### src/rtl/ram_fifo_ctrl.sv
// rtl/ram_fifo_ctrl.sv - FIFO controller over a single-port RAM with a registered output word
module ram_fifo_ctrl #(
    parameter int DEPTH = 8,
    parameter int WIDTH = 8,
    localparam int AW = $clog2(DEPTH),
    localparam int CW = AW + 1
) (
    input  logic             clk,
    input  logic             rst_n,
    input  logic             in_valid,
    output logic             in_ready,
    input  logic [WIDTH-1:0] in_data,
    output logic             out_valid,
    input  logic             out_ready,
    output logic [WIDTH-1:0] out_data,
    output logic [CW-1:0]    count,
    output logic             full,
    output logic             empty,
    output logic             ram_wr_en,
    output logic [AW-1:0]    ram_addr,
    output logic [WIDTH-1:0] ram_wdata,
    input  logic [WIDTH-1:0] ram_rdata
);

    typedef enum logic [1:0] {
        IDLE    = 2'd0,
        READ    = 2'd1,
        CAPTURE = 2'd2
    } state_t;

    localparam logic [CW-1:0] FULL_COUNT = CW'(DEPTH);

    state_t        state;
    state_t        next_state;
    logic [AW-1:0] wr_ptr;
    logic [AW-1:0] rd_ptr;
    logic          fill;
    logic          wr_fire;

    // Refill the output register whenever it is free or being drained this cycle;
    // the single RAM port is then reserved for the read, so writes wait.
    assign fill      = (state == IDLE) && (count != '0) && (!out_valid || out_ready);
    assign in_ready  = rst_n && (state == IDLE) && (count < FULL_COUNT) && !fill;
    assign wr_fire   = in_valid && in_ready;
    assign ram_wr_en = wr_fire;
    assign ram_addr  = (state == IDLE) ? wr_ptr : rd_ptr;
    assign ram_wdata = in_data;
    assign full      = (count == FULL_COUNT);
    assign empty     = (count == '0);

    always_comb begin
        next_state = state;
        case (state)
            IDLE:    if (fill) next_state = READ;
            READ:    next_state = CAPTURE;
            CAPTURE: next_state = IDLE;
            default: next_state = IDLE;
        endcase
    end

    always_ff @(posedge clk) begin
        if (!rst_n) begin
            state     <= IDLE;
            wr_ptr    <= '0;
            rd_ptr    <= '0;
            count     <= '0;
            out_valid <= 1'b0;
            out_data  <= '0;
        end else begin
            state <= next_state;
            if (wr_fire) begin
                wr_ptr <= wr_ptr + AW'(1);
                count  <= count + CW'(1);
            end
            // Writes only happen in IDLE, so the count never moves both ways at once.
            if (state == CAPTURE) begin
                out_data  <= ram_rdata;
                out_valid <= 1'b1;
                rd_ptr    <= rd_ptr + AW'(1);
                count     <= count - CW'(1);
            end else if (out_valid && out_ready) begin
                out_valid <= 1'b0;
            end
        end
    end

endmodule

### config.mk
export PLATFORM = sky130hd
export DESIGN_NAME = ram_fifo_ctrl
export DESIGN_NICKNAME = d
export VERILOG_FILES = /design/src/rtl/ram_fifo_ctrl.sv
export SDC_FILE = /design/constraint.sdc
export NUM_CORES = 1
export LEC_CHECK = 0
export ABC_CLOCK_PERIOD_IN_PS = 2200
export BUFFER_PORTS_ARGS = -buffer_cell sky130_fd_sc_hd__buf_2
export CAP_MARGIN = 20
export CORE_MARGIN = 3
export CORE_UTILIZATION = 45
export CTS_CLUSTER_DIAMETER = 100
export DETAILED_ROUTE_END_ITERATION = 8
export HOLD_SLACK_MARGIN = 0.08
export PLACE_DENSITY = 0.85
export SLEW_MARGIN = 20
export SYNTH_ARGS = -nofsm -noshare
export SYNTH_HDL_FRONTEND = slang
export SYNTH_SLANG_ARGS = --single-unit
### constraint.sdc
create_clock -name clk -period 2.2 [get_ports clk]
set_clock_uncertainty 0.1 [all_clocks]
set_input_delay 0.33 -clock clk [delete_from_list [all_inputs] [get_ports clk]]
set_output_delay 0.33 -clock clk [all_outputs]
set_load 0.02 [all_outputs]
==> flow_metrics.env, run 1 <==
export IMPL_min_period_over_period=0.972
export IMPL_synth_area_mm2=0.00102
export IMPL_fin_setup_tns_ns=0
export IMPL_regArea_um2=420
export IMPL_max_freq_mhz=468
export IMPL_syn_nets=134
export IMPL_ir_drop_v=0.000661
export IMPL_dr_pass1_iters=4
export IMPL_setup_viol=0
export IMPL_dieWidth_um=53.5
export IMPL_dp_hpwl_um=1540
export IMPL_period_minus_slack_ns=2.14
export IMPL_r2r_start="count[0]"
export IMPL_antenna_found_initial=0
export IMPL_max_slew_margin=0.576
export IMPL_clockBufferDepth=2
export IMPL_rsz0062_at_grt="false"
export IMPL_syn_inst=111
export IMPL_grt_use_total=0.167
export IMPL_cts_tree="done"
export IMPL_leakagePower_nw=0.553
export IMPL_cts_resized=0
export IMPL_die_y_um=53.5
export IMPL_drv_cap=0
export IMPL_place_port_buffers=31
export IMPL_placement_rows=16
export IMPL_critPathLaunchType="flop"
export IMPL_cts_sinks=21
export IMPL_r2r_end="count[3]"
export IMPL_insertion_delay_ns=0.29
export IMPL_routed_wirelength_um=2150
export IMPL_synth_seq_cells=21
export IMPL_reg2reg_setup_slack_ns=0.29
export IMPL_criticalPathCategory="flop to output pin"
export IMPL_drc_errors=0
export IMPL_report_final_slew_viol_count=0
export IMPL_design_core_area_mm2=0.00204
export IMPL_power_density_mw_per_mm2=1080
export IMPL_hp_class="primary input to flop"
export IMPL_numCtsBuffers=3
export IMPL_place_congestion=0.726
export IMPL_synth_area_leaders="dfxtp_1 41%, nand2_1 8.9%, a21boi_0 7.4%"
export IMPL_endpoint="ram_wr_en"
export IMPL_grt_pass1_wl_um=3480
export IMPL_cp_data_arrival_time_ns=1.71
export IMPL_multiInputGateArea_um2=512
export IMPL_yosysSeqAreaShare=0.414
export IMPL_diodes=0
export IMPL_synth_cell_types=33
export IMPL_grt_max_degree=23
export IMPL_synth_top_area_frac=0.414
export IMPL_grt_pass1_vias=831
export IMPL_drt_iter0_drc=3
export IMPL_clk_pin_slew_ns=0.11
export IMPL_yosys_warnings=0
export IMPL_fillers=197
export IMPL_mostFrequentLayoutCells="31 x buf_2, 24 x nand2_1, 21 x dfxtp_1"
export IMPL_start_util=0.498
export IMPL_min_path_cells=3
export IMPL_setup_worst_path_start="count[0]"
export IMPL_syn2layout_area_growth_pct=17.0
export IMPL_outcome="finished, final reports clean"
export IMPL_ant_nets=0
export IMPL_place_inst=160
export IMPL_yosys_area_top_type="dfxtp_1"
export IMPL_cp_end_kind="output pin"
export IMPL_worstMarginPinSlew_ns=0.635
export IMPL_cts_hold_buf=0
export IMPL_drive_above_1_share=0.333
export IMPL_nets=162
export IMPL_h_tree_depth=1
export IMPL_clock_root_buffer="clkbuf_4"
export IMPL_die_area_mm2=0.00286
export IMPL_fin_cells=165
export IMPL_hold_viol=0
export IMPL_critPathMaxFanout=7
export IMPL_vias=845
export IMPL_worstPathRequired_ns=1.77
export IMPL_reg2reg_depth=6
export IMPL_avgSynthCellArea_um2=9.15
export IMPL_final_common_cell="buf_2"
export IMPL_gr_total_overflow=0
export IMPL_io_pins=48
export IMPL_post_cts_repair_setup_buffers=1
export IMPL_wl_per_cell_um=13.0
export IMPL_viasPerCell=5.12
synthesized netlist by cell type:
cell type / n
and2_1: 4
a21oi_1: 2
buf_2: 1
or2b_1: 1
inv_1: 1
nor2_1: 2
buf_4: 8
mux2i_1: 3
or3_2: 1
nand4_1: 1
xnor2_1: 3
nor2b_1: 2
mux2_2: 3
ha_1: 3
nand3_1: 1
nand2b_1: 2
dfxtp_1: 21
o211ai_1: 1
xor2_1: 1
a31oi_1: 1
o31ai_1: 1
a2111oi_4: 1
or3_4: 1
a211oi_1: 1
and3b_1: 1
clkbuf_1: 4
o21ai_0: 1
a21boi_0: 10
nor3_1: 2
nor3b_1: 1
or3b_4: 1
and3_1: 1
nand2_1: 24
metrics by stage:
stage,util,total power [mW],cell area (µm²),hold WS [ns],setup slack (ns)
after floorplan,-,0.941,1020,0.328,0.0937
after global placement,0.566,1.07,1150,0.343,0.215
after detailed placement,0.566,1.10,1150,0.356,0.195
after CTS,0.582,1.29,1190,0.162,0.0828
after global routing,0.582,1.36,1190,0.177,0.00108
final,0.582,1.28,1190,0.174,0.0618
where the power goes:
group | internal (mW) | switching, mW
clock network | 0.0705 | 0.110
registers | 0.445 | 0.0714
logic | 0.253 | 0.328
sequential cells by signal (all words and copies together), names as in the netlist:
| register | count |
|---|---|
| out_data | 8 |
| state | 2 |
| rd_ptr | 3 |
| count | 4 |
| out_valid | 1 |
| wr_ptr | 3 |
area by class of cell:
type | count | share of cell area
clock buffers | 4 | 0.0221
multi-input cells | 76 | 0.431
repair buffers | 36 | 0.162
well taps | 27 | 0.0284
inverters | 1 | 0.00316
flip-flops and latches | 21 | 0.354
kinds of logic (layout without fill, tap and decap cells):
kind of cell | after synthesis | after routing | share of synthesized area
mux | 6 | 6 | 0.0628
fa+ha+maj | 3 | 3 | 0.0369
xor+xnor | 4 | 4 | 0.0345
simple gates | 45 | 45 | 0.225
buf+inv | 14 | 41 | 0.0825
compound gates | 18 | 18 | 0.144
flops | 21 | 21 | 0.414
worst min-delay path by stage:
stage	from	end	slack [ns]
2_1_floorplan	wr_ptr[2]	wr_ptr[2]	0.33
4_1_cts	ram_rdata[1]	out_data[1]	0.16
3_5_place_dp	out_data[5]	out_data[5]	0.36
6_report	ram_rdata[1]	out_data[1]	0.17
5_1_grt	ram_rdata[5]	out_data[5]	0.18
3_3_place_gp	wr_ptr[2]	wr_ptr[2]	0.34
metal layers:
metal	share of wire	vias to the layer above	GRT usage
li1	-	418	-
met1	0.44	390	0.192
met2	0.46	31	0.278
met3	0.083	6	0.0394
met4	0.022	0	0.0979
met5	0	-	0
worst max-delay path, cell delays in order, from the launching register on:
cell,delay [ns]
dfxtp_1,0.39
or3_4,0.43
a2111oi_4,0.36
buf_2,0.23
Note: power is estimated with default switching activity, not from simulation.
==> inputs of run 2 (changes only) <==
--- a/config.mk
+++ b/config.mk
@@ -8,12 +8,12 @@
 export ABC_CLOCK_PERIOD_IN_PS = 2200
 export BUFFER_PORTS_ARGS = -buffer_cell sky130_fd_sc_hd__buf_2
 export CAP_MARGIN = 20
-export CORE_MARGIN = 3
+export CORE_MARGIN = 4
 export CORE_UTILIZATION = 45
 export CTS_CLUSTER_DIAMETER = 100
 export DETAILED_ROUTE_END_ITERATION = 8
 export HOLD_SLACK_MARGIN = 0.08
-export PLACE_DENSITY = 0.85
+export PLACE_DENSITY = 0.74
 export SLEW_MARGIN = 20
 export SYNTH_ARGS = -nofsm -noshare
 export SYNTH_HDL_FRONTEND = slang
==> run 2 against run 1 <==
Effect of this change: fmax increased by 2.8%; setup slack improved by 0.059 ns; power increased by 0.35%; first-iteration DRC count increased to 3.3 times the previous value; combinational power decreased by 0.7%; global-route usage decreased by 3.1 points; non-clock buffer count decreased by 1; utilization increased by 0.12 points; sequential cell count unchanged; final area increased by 0.21%; critical path type unchanged; largest power group unchanged.
==> flow_metrics.env, run 2 (synthesis gave the netlist of run 1 again) <==
export IMPL_clockBufferDepth=2
export IMPL_p_total_mw=1.28
export IMPL_holdWs_ns=0.158
export IMPL_reg2reg_depth=5
export IMPL_rsz0062_at_grt="false"
export IMPL_design_core_area_mm2=0.00204
export IMPL_final_common_cell="buf_2"
export IMPL_diodes=0
export IMPL_period_minus_slack_ns=2.08
export IMPL_outcome="finished, final reports clean"
export IMPL_min_period_over_period=0.945
export IMPL_cts_sinks=21
export IMPL_grt_pass1_wl_um=3480
export IMPL_placement_rows=16
export IMPL_placed_area_mm2=0.00115
export IMPL_reg2reg_setup_slack_ns=0.36
export IMPL_report_final_slew_viol_count=0
export IMPL_clock_root_buffer="clkbuf_4"
export IMPL_hp_class="primary input to flop"
export IMPL_cts_resized=0
export IMPL_criticalPathCategory="flop to output pin"
export IMPL_drt_iter0_drc=10
export IMPL_numCtsBuffers=3
export IMPL_routed_wirelength_um=2030
export IMPL_power_density_mw_per_mm2=1080
export IMPL_postLayoutCellArea_mm2=0.00119
export IMPL_setup_worst_path_start="state[0]"
export IMPL_place_port_buffers=31
export IMPL_cts_tree="done"
export IMPL_regArea_um2=422
export IMPL_place_inst=160
export IMPL_dr_pass1_iters=4
export IMPL_viasPerCell=5.07
export IMPL_post_place_ws_ns=0.304
export IMPL_reg_top3="out_data: 8 flops, count: 4 flops"
export IMPL_r2r_start="state[0]"
export IMPL_grt_use_total=0.135
export IMPL_dieWidth_um=55.5
export IMPL_nets=161
export IMPL_post_cts_repair_setup_buffers=0
export IMPL_grt_pass1_vias=762
export IMPL_fin_cells=164
export IMPL_antenna_found_initial=0
export IMPL_endpoint="ram_wr_en"
export IMPL_critPathLaunchType="flop"
export IMPL_die_area_mm2=0.00308
export IMPL_mostFrequentLayoutCells="30 x buf_2, 24 x nand2_1, 20 x dfxtp_1"
export IMPL_cts_hold_buf=0
export IMPL_h_tree_depth=1
export IMPL_drv_cap=0
export IMPL_largest_reg_flops=8
export IMPL_dp_hpwl_um=1520
export IMPL_cp_end_kind="output pin"
export IMPL_grt_max_degree=23
export IMPL_fillers=218
export IMPL_drc_errors=0
export IMPL_leakagePower_nw=0.553
export IMPL_critPathMaxStageDelay_ns=0.43
export IMPL_multiInputGateArea_um2=517
export IMPL_crit_path_cell_trace="or3b_4, a2111oi_4, buf_4"
export IMPL_wl_per_cell_um=12.4
export IMPL_fin_setup_tns_ns=0
export IMPL_r2r_end="count[0]"
export IMPL_syn2layout_area_growth_pct=17.2
export IMPL_hold_viol=0
export IMPL_die_y_um=55.5
export IMPL_worstPathRequired_ns=1.77
export IMPL_io_pins=48
export IMPL_fin_ws_ns=0.121
export IMPL_gr_total_overflow=0
export IMPL_place_congestion=0.767
export IMPL_ir_drop_v=0.000590
export IMPL_slowest_stage="or3b_4"
export IMPL_start_util=0.498
export IMPL_insertion_delay_ns=0.30
export IMPL_max_freq_mhz=481
export IMPL_drive_above_1_share=0.350
export IMPL_critPathMaxFanout=5
export IMPL_clk_pin_slew_ns=0.12
export IMPL_largest_register="out_data"
export IMPL_final_core_util=0.583
export IMPL_max_slew_margin=0.443
export IMPL_ant_nets=0
export IMPL_worstMarginPinSlew_ns=0.834
export IMPL_setup_viol=0
export IMPL_vias=831
export IMPL_cp_data_arrival_time_ns=1.65
==> run 2: cell types whose count changed in the layout (fill, tap and decap cells not counted) <==
| cell | delta |
|---|---|
| a211oi_2 | +1 |
| clkbuf_1 | -1 |
| buf_2 | -1 |
| clkinv_2 | +1 |
| dfxtp_1 | -1 |
| dfxtp_2 | +1 |
| a211oi_1 | -1 |
==> run 2: where the power goes <==
| part | internal [mW] | switching (mW) |
|---|---|---|
| clock | 0.0677 | 0.120 |
| combinational | 0.254 | 0.322 |
| sequential | 0.447 | 0.0714 |
| total | 0.769 | 0.513 |
==> run 2: per-layer routing <==
metal,up-vias,wire length (µm),global-route usage
met1,380,950,0.173
met5,-,0,0
li1,419,-,-
met2,28,950,0.225
met4,0,12,0.0451
met3,4,120,0.0280
==> run 2: critical path, delay by kind of cell, from the launching register on <==
family	cells	cell delay [ns]
flip-flops	1	0.36
AO/OA/AOI/OAI	1	0.35
buffers and inverters	1	0.21
AND/OR/NAND/NOR	1	0.43
==> run 2: worst min path at each step <==
stage / slack (ns) / cells after the start / to / startpoint
after floorplan: 0.33 / 1 / wr_ptr[2] / wr_ptr[2]
after global placement: 0.35 / 1 / wr_ptr[2] / wr_ptr[2]
after detailed placement: 0.36 / 2 / out_data[4] / out_data[4]
after CTS: 0.15 / 3 / out_data[0] / ram_rdata[0]
after global routing: 0.16 / 3 / out_data[1] / ram_rdata[1]
final: 0.16 / 3 / out_data[4] / ram_rdata[4]
==> run 2: area by class of cell <==
cell class / count / area share
multi-input cells: 76 / 0.434
flip-flops and latches: 21 / 0.354
repair buffers: 35 / 0.158
well taps: 27 / 0.0284
clock buffers: 3 / 0.0189
clock inverters: 1 / 0.00420
inverters: 1 / 0.00315
==> inputs of run 3 (changes only) <==
--- a/config.mk
+++ b/config.mk
@@ -9,11 +9,11 @@
 export BUFFER_PORTS_ARGS = -buffer_cell sky130_fd_sc_hd__buf_2
 export CAP_MARGIN = 20
 export CORE_MARGIN = 4
-export CORE_UTILIZATION = 45
+export CORE_UTILIZATION = 29
 export CTS_CLUSTER_DIAMETER = 100
 export DETAILED_ROUTE_END_ITERATION = 8
 export HOLD_SLACK_MARGIN = 0.08
-export PLACE_DENSITY = 0.74
+export PLACE_DENSITY = 0.5
 export SLEW_MARGIN = 20
 export SYNTH_ARGS = -nofsm -noshare
 export SYNTH_HDL_FRONTEND = slang
==> run 3 against run 2 <==
Effect of this change: fmax fell by 1.6%; non-clock buffer count rose by 1; final area rose by 2.1%; global-route usage fell by 3.7 points; first-iteration DRC count rose by 120%; utilization fell by 22 points; sequential cell count did not move; routed wire length rose by 3.1%; critical path type unchanged.
==> flow_metrics.env, run 3 (synthesis gave the netlist of run 1 again) <==
export IMPL_grt_use_total=0.0985
export IMPL_clock_root_buffer="clkbuf_4"
export IMPL_min_period_over_period=0.960
export IMPL_outcome="finished, final reports clean"
export IMPL_hp_class="primary input to flop"
export IMPL_setup_viol=0
export IMPL_insertion_delay_ns=0.30
export IMPL_antenna_found_initial=0
export IMPL_drive_above_1_share=0.341
export IMPL_start_util=0.302
export IMPL_routed_wirelength_um=2100
export IMPL_diodes=0
export IMPL_cts_sinks=21
export IMPL_max_freq_mhz=473
export IMPL_drv_cap=0
export IMPL_vias=783
export IMPL_cts_tree="done"
export IMPL_worstMarginPinSlew_ns=0.711
export IMPL_cp_data_arrival_time_ns=1.68
export IMPL_drt_iter0_drc=22
export IMPL_die_y_um=67.2
export IMPL_power_density_mw_per_mm2=1050
export IMPL_placed_area_mm2=0.00118
export IMPL_grt_max_degree=23
export IMPL_place_congestion=0.797
export IMPL_numCtsBuffers=3
export IMPL_dieWidth_um=67.2
export IMPL_final_common_cell="buf_2"
export IMPL_reg2reg_setup_slack_ns=0.27
export IMPL_drc_errors=0
export IMPL_gr_total_overflow=0
export IMPL_nets=162
export IMPL_clk_pin_slew_ns=0.12
export IMPL_syn2layout_area_growth_pct=19.7
export IMPL_period_minus_slack_ns=2.11
export IMPL_place_port_buffers=31
export IMPL_io_pins=48
export IMPL_cp_end_kind="output pin"
export IMPL_reg2reg_depth=6
export IMPL_fillers=375
export IMPL_reg_top3="out_data: 8 flops, count: 4 flops"
export IMPL_criticalPathCategory="flop to output pin"
export IMPL_rsz0062_at_grt="false"
export IMPL_report_final_slew_viol_count=0
export IMPL_grt_pass1_vias=769
export IMPL_postLayoutCellArea_mm2=0.00122
export IMPL_hold_viol=0
export IMPL_fin_setup_tns_ns=0
export IMPL_largest_register="out_data"
export IMPL_largest_reg_flops=8
export IMPL_leakagePower_nw=0.556
export IMPL_mostFrequentLayoutCells="30 x buf_2, 24 x nand2_1, 21 x dfxtp_1"
export IMPL_ant_nets=0
export IMPL_min_path_cells=3
export IMPL_dr_pass1_iters=2
export IMPL_placement_rows=21
export IMPL_design_core_area_mm2=0.00336
export IMPL_wl_per_cell_um=11.4
export IMPL_worstPathRequired_ns=1.77
export IMPL_clockBufferDepth=2
export IMPL_die_area_mm2=0.00451
export IMPL_grt_pass1_wl_um=3430
export IMPL_dp_hpwl_um=1580
export IMPL_viasPerCell=4.26
export IMPL_max_slew_margin=0.525
export IMPL_ir_drop_v=0.000307
export IMPL_critPathLaunchType="flop"
export IMPL_critPathMaxFanout=5
export IMPL_h_tree_depth=1
==> run 3: changes by cell type in the layout (fill, tap and decap cells not counted), sizes merged <==
cell / before / now
buf: 35 / 36
==> run 3: cell type report <==
cell class	count	area [µm²]	share of cell area
Sequential cell	21	420	0.346
Clock buffer	3	22.5	0.0185
Inverter	1	3.75	0.00309
Clock inverter	1	5.00	0.00412
Tap cell	46	57.6	0.0473
Timing Repair Buffer	36	195	0.160
Multi-Input combinational cell	76	512	0.421
==> run 3: worst paths after layout <==
path / from / endpoint
worst max-delay path: state[0] / ram_wr_en
worst min-delay path: ram_rdata[4] / out_data[4]
worst max register to register: state[0] / wr_ptr[1]
worst min register to register: wr_ptr[2] / wr_ptr[2]
==> run 3: repair_timing <==
item | CTS | global route
gates resized for setup | 0 | 1
setup buffers | 1 | 0
endpoints found under the hold margin | 0 | 0
hold buffers | 0 | 0
setup endpoints to repair | 1 | 1
pin swaps | 1 | 0
==> run 3: worst max-delay path, cell delays in order (launching register included) <==
cell and delay, ns:
dfxtp_1 0.36, or3b_4 0.43, a2111oi_4 0.38, buf_4 0.21
==> run 3: metrics by stage <==
step           cells  setup slack, ns  utilization  hold WS [ns]  power (mW)
2_1_floorplan    111           0.0937            -         0.328       0.941
3_3_place_gp     179            0.229        0.350         0.338        1.08
3_5_place_dp     179            0.207        0.350         0.351        1.10
4_1_cts          184           0.0278        0.361         0.138        1.30
5_1_grt          184         0.000650        0.362         0.140        1.38
6_report         184           0.0870        0.362         0.159        1.27
==> run 3: power breakdown <==
group	switching, mW	internal (mW)
registers	0.0705	0.445
logic	0.318	0.257
clock network	0.116	0.0677
total	0.505	0.770
==> run 3: metal layers <==
layer / vias up / wire length (µm) / global-route usage
li1: 423 / - / -
met3: 2 / 173 / 0.0200
met1: 340 / 915 / 0.123
met5: - / 0 / 0
met4: 0 / 18 / 0.0481
met2: 18 / 991 / 0.161
